File: config.mk
export PLATFORM = sky130hd
export DESIGN_NAME = alu_ctrl_muldiv
export DESIGN_NICKNAME = d
export VERILOG_FILES = /design/src/rtl/alu_ctrl_muldiv.sv
export SDC_FILE = /design/constraint.sdc
export NUM_CORES = 1
export LEC_CHECK = 0
export CAP_MARGIN = 20
export CORE_UTILIZATION = 58
export CTS_BUF_LIST = sky130_fd_sc_hd__clkbuf_8
export CTS_CLUSTER_SIZE = 10
export DETAILED_ROUTE_END_ITERATION = 10
export GPL_TIMING_DRIVEN = 0
export PLACE_DENSITY = 0.81
export SLEW_MARGIN = 20
export SYNTH_ARGS = -nofsm -noshare
export SYNTH_HDL_FRONTEND = slang
export SYNTH_SLANG_ARGS = --single-unit
File: constraint.sdc
create_clock -name clk -period 3.55 [get_ports clk]
set_input_delay 0.71 -clock clk [delete_from_list [all_inputs] [get_ports clk]]
set_output_delay 0.71 -clock clk [all_outputs]
set_load 0.05 [all_outputs]
File: src/rtl/alu_ctrl_muldiv.sv
// alu_ctrl_muldiv
//
// EX-stage ALU control decoder with an iterative multiply/divide unit for the
// pipelined MIPS core. The ALUop/funct decode is purely combinational. The
// mul/div unit holds the HI/LO registers. It tells the hazard unit to freeze
// IF/ID/EX when a mul/div or MFHI/MFLO instruction arrives while the unit is
// still working.
//
// Configuration macro: MULDIV_SIGNED_EN
//   Defined   - MULT and DIV are signed. The unit works on operand
//               magnitudes and applies the signs in DONE. The remainder takes
//               the sign of the dividend.
//   Undefined - MULT and DIV behave exactly like MULTU and DIVU.
//
// Ports:
//   clk         rising-edge clock
//   rst_n       asynchronous active-low reset
//   valid_i     EX stage holds a valid instruction this cycle
//   ALUop       00 lw/sw, 01 beq, 10 R-type, 11 andi
//   funct       R-type function field
//   op_a        rs operand (WIDTH bits)
//   op_b        rt operand (WIDTH bits)
//   ALUctrl     4-bit ALU control code
//   illegal_o   R-type instruction with an unsupported funct
//   stall_o     freeze IF/ID/EX this cycle
//   md_done_o   one-cycle pulse in the cycle that HI/LO are written
//   mf_valid_o  current instruction is an accepted MFHI/MFLO
//   mf_data_o   HI or LO value for MFHI/MFLO, zero otherwise
//   hi_o, lo_o  HI and LO registers

module alu_ctrl_muldiv #(
  parameter  int WIDTH = 32,
  localparam int CNT_W = $clog2(WIDTH) + 1
) (
  input  logic             clk,
  input  logic             rst_n,
  input  logic             valid_i,
  input  logic [1:0]       ALUop,
  input  logic [5:0]       funct,
  input  logic [WIDTH-1:0] op_a,
  input  logic [WIDTH-1:0] op_b,
  output logic [3:0]       ALUctrl,
  output logic             illegal_o,
  output logic             stall_o,
  output logic             md_done_o,
  output logic             mf_valid_o,
  output logic [WIDTH-1:0] mf_data_o,
  output logic [WIDTH-1:0] hi_o,
  output logic [WIDTH-1:0] lo_o
);

  localparam logic [5:0] FN_ADD   = 6'b100000;
  localparam logic [5:0] FN_SUB   = 6'b100010;
  localparam logic [5:0] FN_AND   = 6'b100100;
  localparam logic [5:0] FN_OR    = 6'b100101;
  localparam logic [5:0] FN_SLT   = 6'b101010;
  localparam logic [5:0] FN_MULT  = 6'b011000;
  localparam logic [5:0] FN_MULTU = 6'b011001;
  localparam logic [5:0] FN_DIV   = 6'b011010;
  localparam logic [5:0] FN_DIVU  = 6'b011011;
  localparam logic [5:0] FN_MFHI  = 6'b010000;
  localparam logic [5:0] FN_MFLO  = 6'b010010;

  typedef enum logic [1:0] {
    IDLE,
    BUSY,
    DONE
  } state_t;

  state_t             state_q, state_d;
  logic [CNT_W-1:0]   cnt_q, cnt_d;
  logic               isDiv_q, isDiv_d;
  logic               negRes_q, negRes_d;
  logic               negRem_q, negRem_d;
  logic               divZero_q, divZero_d;
  logic [WIDTH-1:0]   dividend_q, dividend_d;
  logic [WIDTH-1:0]   operand_q, operand_d;
  logic [WIDTH-1:0]   accHi_q, accHi_d;
  logic [WIDTH-1:0]   accLo_q, accLo_d;
  logic [WIDTH-1:0]   hi_q, hi_d;
  logic [WIDTH-1:0]   lo_q, lo_d;

  logic               isMulDiv;
  logic               isMf;
  logic               mdReq;
  logic               mfReq;
  logic               accept;
  logic               signedOp;
  logic               negA;
  logic               negB;
  logic [WIDTH-1:0]   magA;
  logic [WIDTH-1:0]   magB;

  logic [WIDTH:0]     mulSum;
  logic [WIDTH:0]     divShift;
  logic               divFits;
  logic [WIDTH-1:0]   divDiff;
  logic [2*WIDTH-1:0] prodMag;
  logic [2*WIDTH-1:0] prodRes;
  logic [WIDTH-1:0]   quotRes;
  logic [WIDTH-1:0]   remRes;

  // The ALU control code depends only on ALUop/funct, never on the mul/div
  // state. Mul/div and move-from functs are legal R-types. They still hand
  // the ALU an add code, because the ALU result is ignored for them.
  always_comb begin
    ALUctrl   = 4'b0010;
    illegal_o = 1'b0;
    case (ALUop)
      2'b00: ALUctrl = 4'b0010;
      2'b01: ALUctrl = 4'b0110;
      2'b11: ALUctrl = 4'b0000;
      default: begin
        case (funct)
          FN_ADD:   ALUctrl = 4'b0010;
          FN_SUB:   ALUctrl = 4'b0110;
          FN_AND:   ALUctrl = 4'b0000;
          FN_OR:    ALUctrl = 4'b0001;
          FN_SLT:   ALUctrl = 4'b0111;
          FN_MULT, FN_MULTU, FN_DIV, FN_DIVU, FN_MFHI, FN_MFLO:
                    ALUctrl = 4'b0010;
          default: begin
            ALUctrl   = 4'b0010;
            illegal_o = valid_i;
          end
        endcase
      end
    endcase
  end

  // Request classification and the hazard handshake. A mul/div or move-from
  // request is held off whenever the unit is not idle. This includes the
  // DONE cycle, so a waiting MFHI/MFLO issues one cycle later and reads the
  // freshly written HI/LO.
  assign isMulDiv   = (funct == FN_MULT) || (funct == FN_MULTU) ||
                      (funct == FN_DIV)  || (funct == FN_DIVU);
  assign isMf       = (funct == FN_MFHI) || (funct == FN_MFLO);
  assign mdReq      = valid_i && (ALUop == 2'b10) && isMulDiv;
  assign mfReq      = valid_i && (ALUop == 2'b10) && isMf;
  assign stall_o    = (mdReq || mfReq) && (state_q != IDLE);
  assign accept     = mdReq && (state_q == IDLE);
  assign md_done_o  = (state_q == DONE);
  assign mf_valid_o = mfReq && !stall_o;
  assign mf_data_o  = !mf_valid_o        ? '0 :
                      (funct == FN_MFHI) ? hi_q : lo_q;
  assign hi_o       = hi_q;
  assign lo_o       = lo_q;

  // The iterative core always works on unsigned magnitudes. With signed
  // support enabled, MULT/DIV fold their operand signs away here. The signs
  // are remembered and applied again to the final result in DONE.
`ifdef MULDIV_SIGNED_EN
  assign signedOp = (funct == FN_MULT) || (funct == FN_DIV);
`else
  assign signedOp = 1'b0;
`endif
  assign negA = signedOp && op_a[WIDTH-1];
  assign negB = signedOp && op_b[WIDTH-1];
  assign magA = negA ? -op_a : op_a;
  assign magB = negB ? -op_b : op_b;

  // One iteration of each algorithm.
  // Multiply: {accHi,accLo} holds the partial product in its upper half and
  // the unconsumed multiplier bits in its lower half. Add the multiplicand
  // when the current multiplier bit is set, then shift the pair right,
  // keeping the carry.
  // Divide (restoring): shift the next dividend bit into the remainder, then
  // subtract the divisor if it fits. Each quotient bit enters accLo from the
  // right as the dividend bits leave from the left. When the divisor fits,
  // the true difference is below the divisor, so a WIDTH-bit subtraction is
  // exact even though the shifted remainder has one extra bit.
  always_comb begin
    mulSum   = accLo_q[0] ? ({1'b0, accHi_q} + {1'b0, operand_q})
                          : {1'b0, accHi_q};
    divShift = {accHi_q, accLo_q[WIDTH-1]};
    divFits  = (divShift >= {1'b0, operand_q});
    divDiff  = divShift[WIDTH-1:0] - operand_q;
    prodMag  = {accHi_q, accLo_q};
    prodRes  = negRes_q ? -prodMag : prodMag;
    quotRes  = negRes_q ? -accLo_q : accLo_q;
    remRes   = negRem_q ? -accHi_q : accHi_q;
  end

  // Next-state logic for the IDLE -> BUSY -> DONE sequence. BUSY runs one
  // step per cycle for exactly WIDTH cycles, counting down from WIDTH. The
  // step taken with the counter at 1 is the last one. DONE publishes the
  // signed and adjusted result into HI/LO at its closing edge.
  // Division by zero is special-cased. This gives a defined all-ones
  // quotient and hands the original dividend back as the remainder.
  always_comb begin
    state_d    = state_q;
    cnt_d      = cnt_q;
    isDiv_d    = isDiv_q;
    negRes_d   = negRes_q;
    negRem_d   = negRem_q;
    divZero_d  = divZero_q;
    dividend_d = dividend_q;
    operand_d  = operand_q;
    accHi_d    = accHi_q;
    accLo_d    = accLo_q;
    hi_d       = hi_q;
    lo_d       = lo_q;
    case (state_q)
      IDLE: begin
        if (accept) begin
          state_d    = BUSY;
          cnt_d      = CNT_W'(WIDTH);
          isDiv_d    = funct[1];
          negRes_d   = negA ^ negB;
          negRem_d   = negA;
          divZero_d  = (op_b == '0);
          dividend_d = op_a;
          operand_d  = magB;
          accHi_d    = '0;
          accLo_d    = magA;
        end
      end
      BUSY: begin
        cnt_d = cnt_q - CNT_W'(1);
        if (isDiv_q) begin
          accHi_d = divFits ? divDiff : divShift[WIDTH-1:0];
          accLo_d = {accLo_q[WIDTH-2:0], divFits};
        end else begin
          accHi_d = mulSum[WIDTH:1];
          accLo_d = {mulSum[0], accLo_q[WIDTH-1:1]};
        end
        if (cnt_q == CNT_W'(1)) begin
          state_d = DONE;
        end
      end
      DONE: begin
        state_d = IDLE;
        if (!isDiv_q) begin
          hi_d = prodRes[2*WIDTH-1:WIDTH];
          lo_d = prodRes[WIDTH-1:0];
        end else if (divZero_q) begin
          hi_d = dividend_q;
          lo_d = '1;
        end else begin
          hi_d = remRes;
          lo_d = quotRes;
        end
      end
      default: state_d = IDLE;
    endcase
  end

  // All state, including HI/LO and the working registers, clears on reset.
  // Because the reset is asynchronous, asserting it mid-operation aborts the
  // operation immediately.
  always_ff @(posedge clk or negedge rst_n) begin
    if (!rst_n) begin
      state_q    <= IDLE;
      cnt_q      <= '0;
      isDiv_q    <= 1'b0;
      negRes_q   <= 1'b0;
      negRem_q   <= 1'b0;
      divZero_q  <= 1'b0;
      dividend_q <= '0;
      operand_q  <= '0;
      accHi_q    <= '0;
      accLo_q    <= '0;
      hi_q       <= '0;
      lo_q       <= '0;
    end else begin
      state_q    <= state_d;
      cnt_q      <= cnt_d;
      isDiv_q    <= isDiv_d;
      negRes_q   <= negRes_d;
      negRem_q   <= negRem_d;
      divZero_q  <= divZero_d;
      dividend_q <= dividend_d;
      operand_q  <= operand_d;
      accHi_q    <= accHi_d;
      accLo_q    <= accLo_d;
      hi_q       <= hi_d;
      lo_q       <= lo_d;
    end
  end

endmodule

==> results of run 1 <==
==> cell type report <==
cell class / count / area (µm²)
Fill cell: 1717 / 6117
Tap cell: 280 / 350.3
Sequential cell: 202 / 5056
Clock inverter: 21 / 95.09
Multi-Input combinational cell: 1164 / 7407
Inverter: 55 / 206.4
Clock buffer: 40 / 550.5
Timing Repair Buffer: 184 / 1713
Buffer: 88 / 395.4
==> sequential cells by signal, summed over array words and instances, names as in the netlist <==
register    count
operand_q      32
state_q         2
divZero_q       1
cnt_q           6
isDiv_q         1
hi_o           32
accHi_q        32
lo_o           32
accLo_q        32
dividend_q     32
==> per-layer routing <==
metal	part of all wire [%]	vias to the layer above	GRT usage, %
met1	40	6039	48.63
met4	3.8	0	16.09
li1	-	5819	-
met2	47	635	61.41
met5	0	-	0
met3	9.2	124	6.347
==> metrics by stage <==
step | setup TNS, ns | hold slack, ns
final | 0 | 0.05565
after global routing | -0.05145 | 0.08569
after detailed placement | -37.21 | 0.4630
after floorplan | 0 | 0.4144
after CTS | 0 | 0.07114
after global placement | -1363.35 | 0.4564
==> cell families after synthesis <==
group	after synthesis	share of synthesized area, %
mux	79	6.094
simple gates	510	16.89
compound gates	449	23.02
other cells	1	0.02885
xor+xnor	57	3.841
buf+inv	144	4.582
fa+ha+maj	68	6.662
flops	202	38.89
==> placed cells by master, fill, tap and decap left out, types with 7 or more instances in the layout <==
cell and instances:
inv_1 66, or3_1 8, nand2_1 336, mux2i_1 78, a211oi_1 13, nand3_1 20
o211ai_1 42, dfrtp_1 201, and2_1 13, nor4_1 10, nor2b_1 8, o21a_1 7
nor2_1 60, o211a_1 10, xnor2_1 31, xor2_1 26, nor3_1 8, ha_1 66
o21ai_1 8, o22a_1 32, a21oi_1 106, buf_2 33, and3_1 7, nand2b_1 10
buf_4 11, nand4_1 10, o21ai_0 115, clkdlybuf4s50_1 140, o21bai_1 7, a21o_1 25
clkbuf_8 40, clkbuf_1 62
==> where the power goes <==
| group | total (mW) | switching (mW) | internal (mW) |
|---|---|---|---|
| clock | 2.04 | 1.00 | 1.03 |
| sequential | 3.96 | 0.980 | 2.98 |
| combinational | 7.58 | 4.59 | 2.99 |
==> worst paths after layout <==
check,startpoint,to,slack [ns],depth (start not counted)
max,accHi_q[2],accHi_q[30],0.09,11
min,rst_n,lo_o[7],0.06,1
max reg2reg,accHi_q[2],accHi_q[30],0.09,11
min reg2reg,dividend_q[24],dividend_q[24],0.47,2
max in group asynchronous,rst_n,operand_q[18],2.72,2
min in group clk,dividend_q[24],dividend_q[24],0.47,2
==> what timing repair did <==
action	CTS	global route
resized for setup	125	59
setup buffers	1	4
hold buffers	0	0
pin swaps	1	6
setup endpoints to repair	38	50
endpoints found under the hold margin	0	0
==> results.yml, run 1 <==
outcome:
  status: "complete, no violations"
timing:
  period_share_pct: 97.48
  relSlewSlack_pct: 33.99
  fmax_ghz: 0.2890
  final-hold-violation-count: 0
  setup_slack_ns: 0.08950
  finalCriticalPeriod_ns: 3.461
  skew_ns: 0.02096
  slew_viol_final: 0
  finalSetupViolations: 0
  tightest_slew_ns: 0.9901
floorplanning:
  die_area_um2: 23010
  num_rows: 54
  start_util_pct: 59.37
  num_io_pins: 179
  core_area_um2: 21890
  die_h_um: 151.7
  die_x_um: 151.7
critical_path:
  critPathKind: "reg2reg"
  required_ns: 4.02
  slowest_delay_ns: 0.72
  endpoint_kind: "register"
  critical_path.top_delay_family: "compound AO/OA/AOI/OAI gates"
  start_kind: "register"
  arrival_ns: 3.93
  cpMaxStageDelayCell: "a2111oi_1"
  cp_max_fo: 7
  path_cells: "ha_1, clkbuf_1, a311o_2, nand2_1, a2111oi_1, or3_1, a41oi_2, o211ai_1, xnor2_1, o2111a_1, a21oi_1"
  path_buf_inv: 1
cts:
  numCtsBuffers: 36
  h-tree-depth: 2
  root_buffer: "clkbuf_8"
  clock_sinks: 202
  clk_path_buf_depth: 3
  clk_latency_ns: 0.55
  cts.clk_slew.worst_paths_ns: 0.07
  cts_tree: "done"
finish:
  final_layout_size_suffix_gt1_share_pct: 7.811
  final_area_um2: 15770
  layout.nets: 1874
  fin_util_pct: 72.06
  antennaDiodeCount: 0
  syn_to_final_growth_pct: 21.36
  final_cells: 2034
yosys:
  synth_top_area_share_pct: 38.89
  syn_nets: 1653
  yosys_warnings: 0
  netlist_top_cells_area: "dfrtp_1 39%, nand2_1 9.7%, ha_1 6.4%, mux2i_1 6.0%, o21ai_0 4.5%"
  ys_ff_latch: 202
  yosys-top-cells-count: "336 x nand2_1, 202 x dfrtp_1, 116 x o21ai_0"
  seq_area_frac_synth_pct: 38.89
  synth_top_flop_cell: "dfrtp_1"
  synthCells: 1510
  async_reset_ff_share_pct: 100.0
  synth_cell_types: 82
  synth_largest_area_cell: "dfrtp_1"
  yosysMostFrequentCell: "nand2_1"
  avgSynthCellArea_um2: 8.608
  netlist_area_um2: 13000
  synth_edf_count: 0
grt:
  antenna_found_initial: 0
  grt_util_all_layers_pct: 37.38
  grt-ovfl-total: 0
  grt_max_degree: 89
  grt_pass1_vias: 12019
  grt_pass1_wl_mm: 65.23
place:
  gp_congestion: 0.9117
  port-buffer-count: 177
  hpwl_mm: 32.24
  dp_worst_setup_slack_ns: -0.9126
  placed_cell_area_um2: 15180
  dp_cells: 1969
route:
  antenna_left: 0
  drt-pass1-iter-count: 5
  avgRoutedWirePerCell_um: 20.95
  vias_per_cell: 6.203
  wl_mm: 42.62
  vias: 12617
  drt_iter0_markers: 1096
  drc: 0
power:
  powerDensity_nw_per_um2: 860.6
  power_leakage_nw: 7.421
  finalPower_mw: 13.58
  peakVddDrop_v: 0.0004304
run:
  maxCapViolCount: 0
hold_path:
  min_path_type: "in2async"
No activity file was read; power rests on OpenSTA's default activity.
==> run 2, diff against run 1 <==
CORE_MARGIN = 10   (was default)
CORE_UTILIZATION = 56   (was 58)
CTS_BUF_LIST = default   (was sky130_fd_sc_hd__clkbuf_8)
PLACE_DENSITY = 0.78   (was 0.81)
SKIP_LAST_GASP = 1   (was default)
==> results.yml, run 2 (synthesis results as in run 1) <==
timing:
  slew_viol_final: 0
  finalCriticalPeriod_ns: 3.501
  relSlewSlack_pct: 36.87
  timing.hold.ws_ns: 0.08240
  final-hold-violation-count: 0
  period_share_pct: 98.61
  rsz0062_at_grt: "yes"
  tightest_slew_ns: 0.9470
  finalSetupViolations: 0
  setup_slack_ns: 0.04933
  skew_ns: 0.01414
  fmax_ghz: 0.2857
  fin_tns_setup_ns: 0
floorplanning:
  core_area_um2: 22710
  num_io_pins: 179
  die_x_um: 172.3
  start_util_pct: 57.23
  die_area_um2: 29700
  num_rows: 55
  die_h_um: 172.3
finish:
  antennaDiodeCount: 0
  syn_to_final_growth_pct: 22.69
  mostFrequentLayoutCell: "nand2_1"
  final_layout_size_suffix_gt1_share_pct: 7.444
  fin_util_pct: 70.22
  final_cells: 2018
  layout.nets: 1868
  final_cell_mix: "335 x nand2_1, 201 x dfrtp_1, 140 x clkdlybuf4s50_1"
  final_area_um2: 15950
route:
  wl_mm: 45.11
  drt_iter0_markers: 1189
  drc: 0
  antenna_left: 0
  vias_per_cell: 6.263
  avgRoutedWirePerCell_um: 22.35
  drt-pass1-iter-count: 5
  vias: 12639
critical_path:
  cp_max_fo: 5
  arrival_ns: 3.91
  start_kind: "register"
  path_cells: "inv_1, ha_1, inv_1, fa_2, a21o_1, a311o_2, buf_4, a221oi_4, o21ai_4, a311oi_2, o21ai_2, nand3_1, nand2_1, xnor2_1, a221oi_1"
  slowest_delay_ns: 0.44
  required_ns: 3.96
  path_common_cell: "inv_1"
  cpMaxStageDelayCell: "dfrtp_2"
  endpoint_kind: "register"
  critPathKind: "reg2reg"
place:
  port-buffer-count: 177
  hpwl_mm: 34.38
  placed_cell_area_um2: 15190
  dp_worst_setup_slack_ns: -0.9591
  dp_cells: 1974
  gp_congestion: 0.9210
grt:
  grt_pass1_wl_mm: 68.54
  antenna_found_initial: 0
  grt_util_all_layers_pct: 29.52
  grt_max_degree: 88
  grt-ovfl-total: 0
  grt_pass1_vias: 12325
cts:
  numCtsBuffers: 25
  cts_tree: "done"
  clk_latency_ns: 0.52
  root_buffer: "clkbuf_16"
  h-tree-depth: 1
  clock_sinks: 202
  clk_path_buf_depth: 3
  cts.clk_slew.worst_paths_ns: 0.06
power:
  powerDensity_nw_per_um2: 877.4
  finalPower_mw: 13.99
  power_leakage_nw: 7.426
  peakVddDrop_v: 0.0005201
hold_path:
  min_path_type: "in2async"
run:
  maxCapViolCount: 0
outcome:
  status: "complete, no violations"
run 2: cell types whose count changed in the layout (fill, tap and decap cells not counted), sizes merged:
cell	change
inv	-14
clkinv	-6
clkbuf	-7
buf	+2
clkdlybuf4s15	+4
dlymetal6s2s	+1
clkinvlp	-1
bufinv	+1
dlygate4sd2	-1
run 2: per-layer routing:
layer / global-route usage (%) / vias to the layer above / wire, µm
li1: - / 5798 / -
met1: 37.61 / 6167 / 18400
met2: 49.78 / 573 / 21430
met3: 4.446 / 101 / 3775
met4: 10.68 / 0 / 1502
met5: 0 / - / 0
run 2: cell type report:
type                            instances  area [µm²]
Inverter                               55       206.4
Fill cell                            1800        6763
Multi-Input combinational cell       1164        7420
Timing Repair Buffer                  188        1765
Clock buffer                           34       709.4
Buffer                                 89       402.9
Sequential cell                       202        5056
Clock inverter                          1       30.03
Tap cell                              285       356.6
run 2: power breakdown:
group	switching [mW]	internal, mW	leakage (nW)
Sequential	0.977	2.98	2.56
Combinational	4.62	3.01	4.51
Clock	0.969	1.44	0.363
Total	6.57	7.42	7.43
run 2: path summary, 6_finish.rpt:
path	startpoint	endpoint	slack, ns	depth (start not counted)
max	accLo_q[31]	accHi_q[28]	0.05	15
max in group asynchronous	rst_n	hi_o[18]	2.69	2
min reg2reg	dividend_q[7]	dividend_q[7]	0.47	2
max reg2reg	accLo_q[31]	accHi_q[28]	0.05	15
min	rst_n	lo_o[4]	0.08	1
min in group clk	dividend_q[7]	dividend_q[7]	0.47	2
run 2: worst max-delay path, delay by kind of cell, from the launching register on:
kind | cells | cell delay, ns
compound gates | 7 | 1.82
xor+xnor | 1 | 0.16
fa+ha+maj | 2 | 0.50
buf+inv | 3 | 0.28
flops | 1 | 0.44
simple gates | 2 | 0.18
run 2: what timing repair did:
item / in CTS / in global routing
pin swaps: 4 / 11
buffers inserted: 2 / 7
gates resized for setup: 115 / 68
endpoints found under the setup margin: 39 / 43
hold buffers: 0 / 0
==> run 3, diff against run 2 <==
ABC_AREA = 1   (was default)
CORE_UTILIZATION = 57   (was 56)
SLEW_MARGIN = default   (was 20)
==> results.yml, run 3 <==
timing:
  finalCriticalPeriod_ns: 3.596
  fmax_ghz: 0.2781
  timing.hold.ws_ns: 0.2156
  rsz0062_at_grt: "yes"
  skew_ns: 0.01299
  slew_viol_final: 0
  period_share_pct: 101.3
  tightest_slew_ns: 0.8484
  final-hold-violation-count: 0
  finalSetupViolations: 6
  setup_slack_ns: -0.04608
  fin_tns_setup_ns: -0.08313
  relSlewSlack_pct: 43.44
floorplanning:
  start_util_pct: 58.13
  die_area_um2: 32660
  die_x_um: 180.7
  die_h_um: 180.7
  num_io_pins: 179
  core_area_um2: 25330
  num_rows: 58
place:
  dp_worst_setup_slack_ns: -1.006
  hpwl_mm: 45.42
  dp_cells: 2753
  gp_congestion: 1.024
  port-buffer-count: 177
critical_path:
  required_ns: 2.84
  critical_path.top_delay_family: "buffers and inverters"
  arrival_ns: 2.89
  cpMaxStageDelayCell: "clkdlybuf4s50_1"
  slowest_delay_ns: 0.49
  cp_max_fo: 10
  path_buf_inv: 6
  path_cells: "clkdlybuf4s50_1, nor2_2, nand2_2, nor2_1, inv_1, nor2_1, inv_1, nor2_4, buf_12, buf_4, o21ai_0, a21oi_1, buf_4"
  start_kind: "primary input"
  critPathKind: "in2out"
  endpoint_kind: "output port"
finish:
  layout.nets: 2596
  n_fill_cell: 2148
  syn_to_final_growth_pct: 19.45
  seq_area_um2: 5055
  antennaDiodeCount: 0
  mostFrequentLayoutCell: "nand2_1"
  final_cells: 2787
  final_layout_size_suffix_gt1_share_pct: 5.372
  final_cell_mix: "736 x nand2_1, 325 x inv_1, 202 x dfrtp_1"
  multi_input_comb_area_um2: 8069
power:
  powerDensity_nw_per_um2: 868.0
  power_leakage_nw: 9.398
  finalPower_mw: 15.26
  peakVddDrop_v: 0.0005453
  seqPwrFrac_pct: 25.4
  p_switching_mw: 8.057
  p_sw_share_pct: 52.79
  power.internal_mw: 7.206
  clkPwrFrac_pct: 15.1
  comb_power_share_pct: 59.5
outcome:
  violations: "setup timing"
  status: "finished with violations"
run:
  maxCapViolCount: 0
yosys:
  yosysMostFrequentCell: "nand2_1"
  synth_cell_types: 50
  yosys-top-cells-count: "737 x nand2_1, 325 x inv_1, 202 x dfrtp_1"
  synth_edf_count: 0
  syn_nets: 2388
  synth_top_area_share_pct: 34.34
  yosys_warnings: 0
  synth_top_flop_cell: "dfrtp_1"
  avgSynthCellArea_um2: 6.558
  async_reset_ff_share_pct: 100.0
  netlist_area_um2: 14720
  ys_ff_latch: 202
  synth_largest_area_cell: "dfrtp_1"
  synthCells: 2245
  netlist_top_cells_area: "dfrtp_1 34%, nand2_1 19%, inv_1 8.3%, ha_1 5.6%, a21oi_1 5.4%"
  seq_area_frac_synth_pct: 34.34
grt:
  antenna_found_initial: 1
  grt_max_degree: 104
  grt_pass1_wl_mm: 88.37
  grt-ovfl-total: 0
  grt_pass1_vias: 15823
  grt_util_all_layers_pct: 33.62
route:
  vias_per_cell: 5.979
  drt-pass1-iter-count: 7
  antenna_left: 0
  avgRoutedWirePerCell_um: 20.86
  vias: 16664
  wl_mm: 58.13
  drt_iter0_markers: 2651
  drc: 0
hold_path:
  min_path_type: "in2async"
cts:
  root_buffer: "clkbuf_16"
  clock_sinks: 202
  clk_path_buf_depth: 3
  cts.clk_slew.worst_paths_ns: 0.06
  numCtsBuffers: 25
  clk_latency_ns: 0.53
  h-tree-depth: 1
  cts_tree: "done"
-- run 3: cell count changes in the layout (fill, tap and decap cells not counted), sizes merged, moves of 13 or more --
cell,before,now
o22ai,2,28
a31oi,7,31
inv,53,333
nand3,20,126
mux2i,78,0
a21oi,110,159
a21o,25,1
nor2,60,169
xnor2,31,4
o21ai,130,145
o22a,32,0
a211oi,14,0
nor3,9,22
nand2,337,750
-- run 3: cells by family after synthesis --
| logic type | after synthesis | synth area share [%] |
|---|---|---|
| fa+ha+maj | 68 | 5.881 |
| compound gates | 414 | 15.57 |
| buf+inv | 417 | 10.98 |
| flops | 202 | 34.34 |
| other cells | 1 | 0.02547 |
| xor+xnor | 26 | 1.547 |
| simple gates | 1117 | 31.66 |
-- run 3: layer usage --
| metal | GRT usage, % | part of all wire [%] | wire length (µm) | vias to the layer above |
|---|---|---|---|---|
| met3 | 8.172 | 13 | 7267 | 178 |
| li1 | - | - | - | 7623 |
| met4 | 10.70 | 3.5 | 2027 | 2 |
| met1 | 44.59 | 40 | 23160 | 7714 |
| met5 | 0 | 0.012 | 7 | - |
| met2 | 52.90 | 44 | 25670 | 1147 |
-- run 3: area by class of cell --
type                       instances  area share [%]
inverter                         333           7.137
sequential                       202           28.75
multi-input combinational       1626           45.89
buffer                            83           2.170
timing repair buffer             182           9.791
clock buffer                      27           3.600
tap                              330           2.348
clock inverter                     4          0.3202
-- run 3: what timing repair did --
item / 4_1_cts / 5_1_grt
hold buffers: 0 / 0
pin swaps: 1 / 1
buffers inserted: 2 / 1
cloned: 0 / 1
gates resized for setup: 157 / 50
endpoints found under the setup margin: 34 / 37
-- run 3: worst paths after layout --
kind / start / endpoint / slack, ns / depth (start not counted)
min in group clk: dividend_q[12] / dividend_q[12] / 0.48 / 2
setup reg to reg: accHi_q[27] / accHi_q[27] / 0.67 / 12
hold / removal: rst_n / hi_o[30] / 0.22 / 1
max in group asynchronous: rst_n / accLo_q[29] / 2.31 / 2
setup / recovery: funct[3] / mf_data_o[26] / -0.05 / 13
hold reg to reg: dividend_q[12] / dividend_q[12] / 0.48 / 2
-- run 3: stage by stage --
step / util (%) / area [µm²]
finish: 69.43 / 17580
global placement: 66.75 / 16910
CTS: 69.23 / 17530
floorplan: - / 14720
global route: 69.43 / 17580
detailed placement: 66.88 / 16940
-- run 3: power groups by stage --
stage / combinational [mW] / clock [mW] / sequential (mW)
floorplan: 5.29 / 0 / 4.41
global placement: 8.63 / 0 / 3.81
detailed placement: 8.78 / 0 / 3.83
CTS: 8.86 / 2.27 / 3.81
global route: 9.95 / 2.35 / 3.90
finish: 9.08 / 2.30 / 3.88
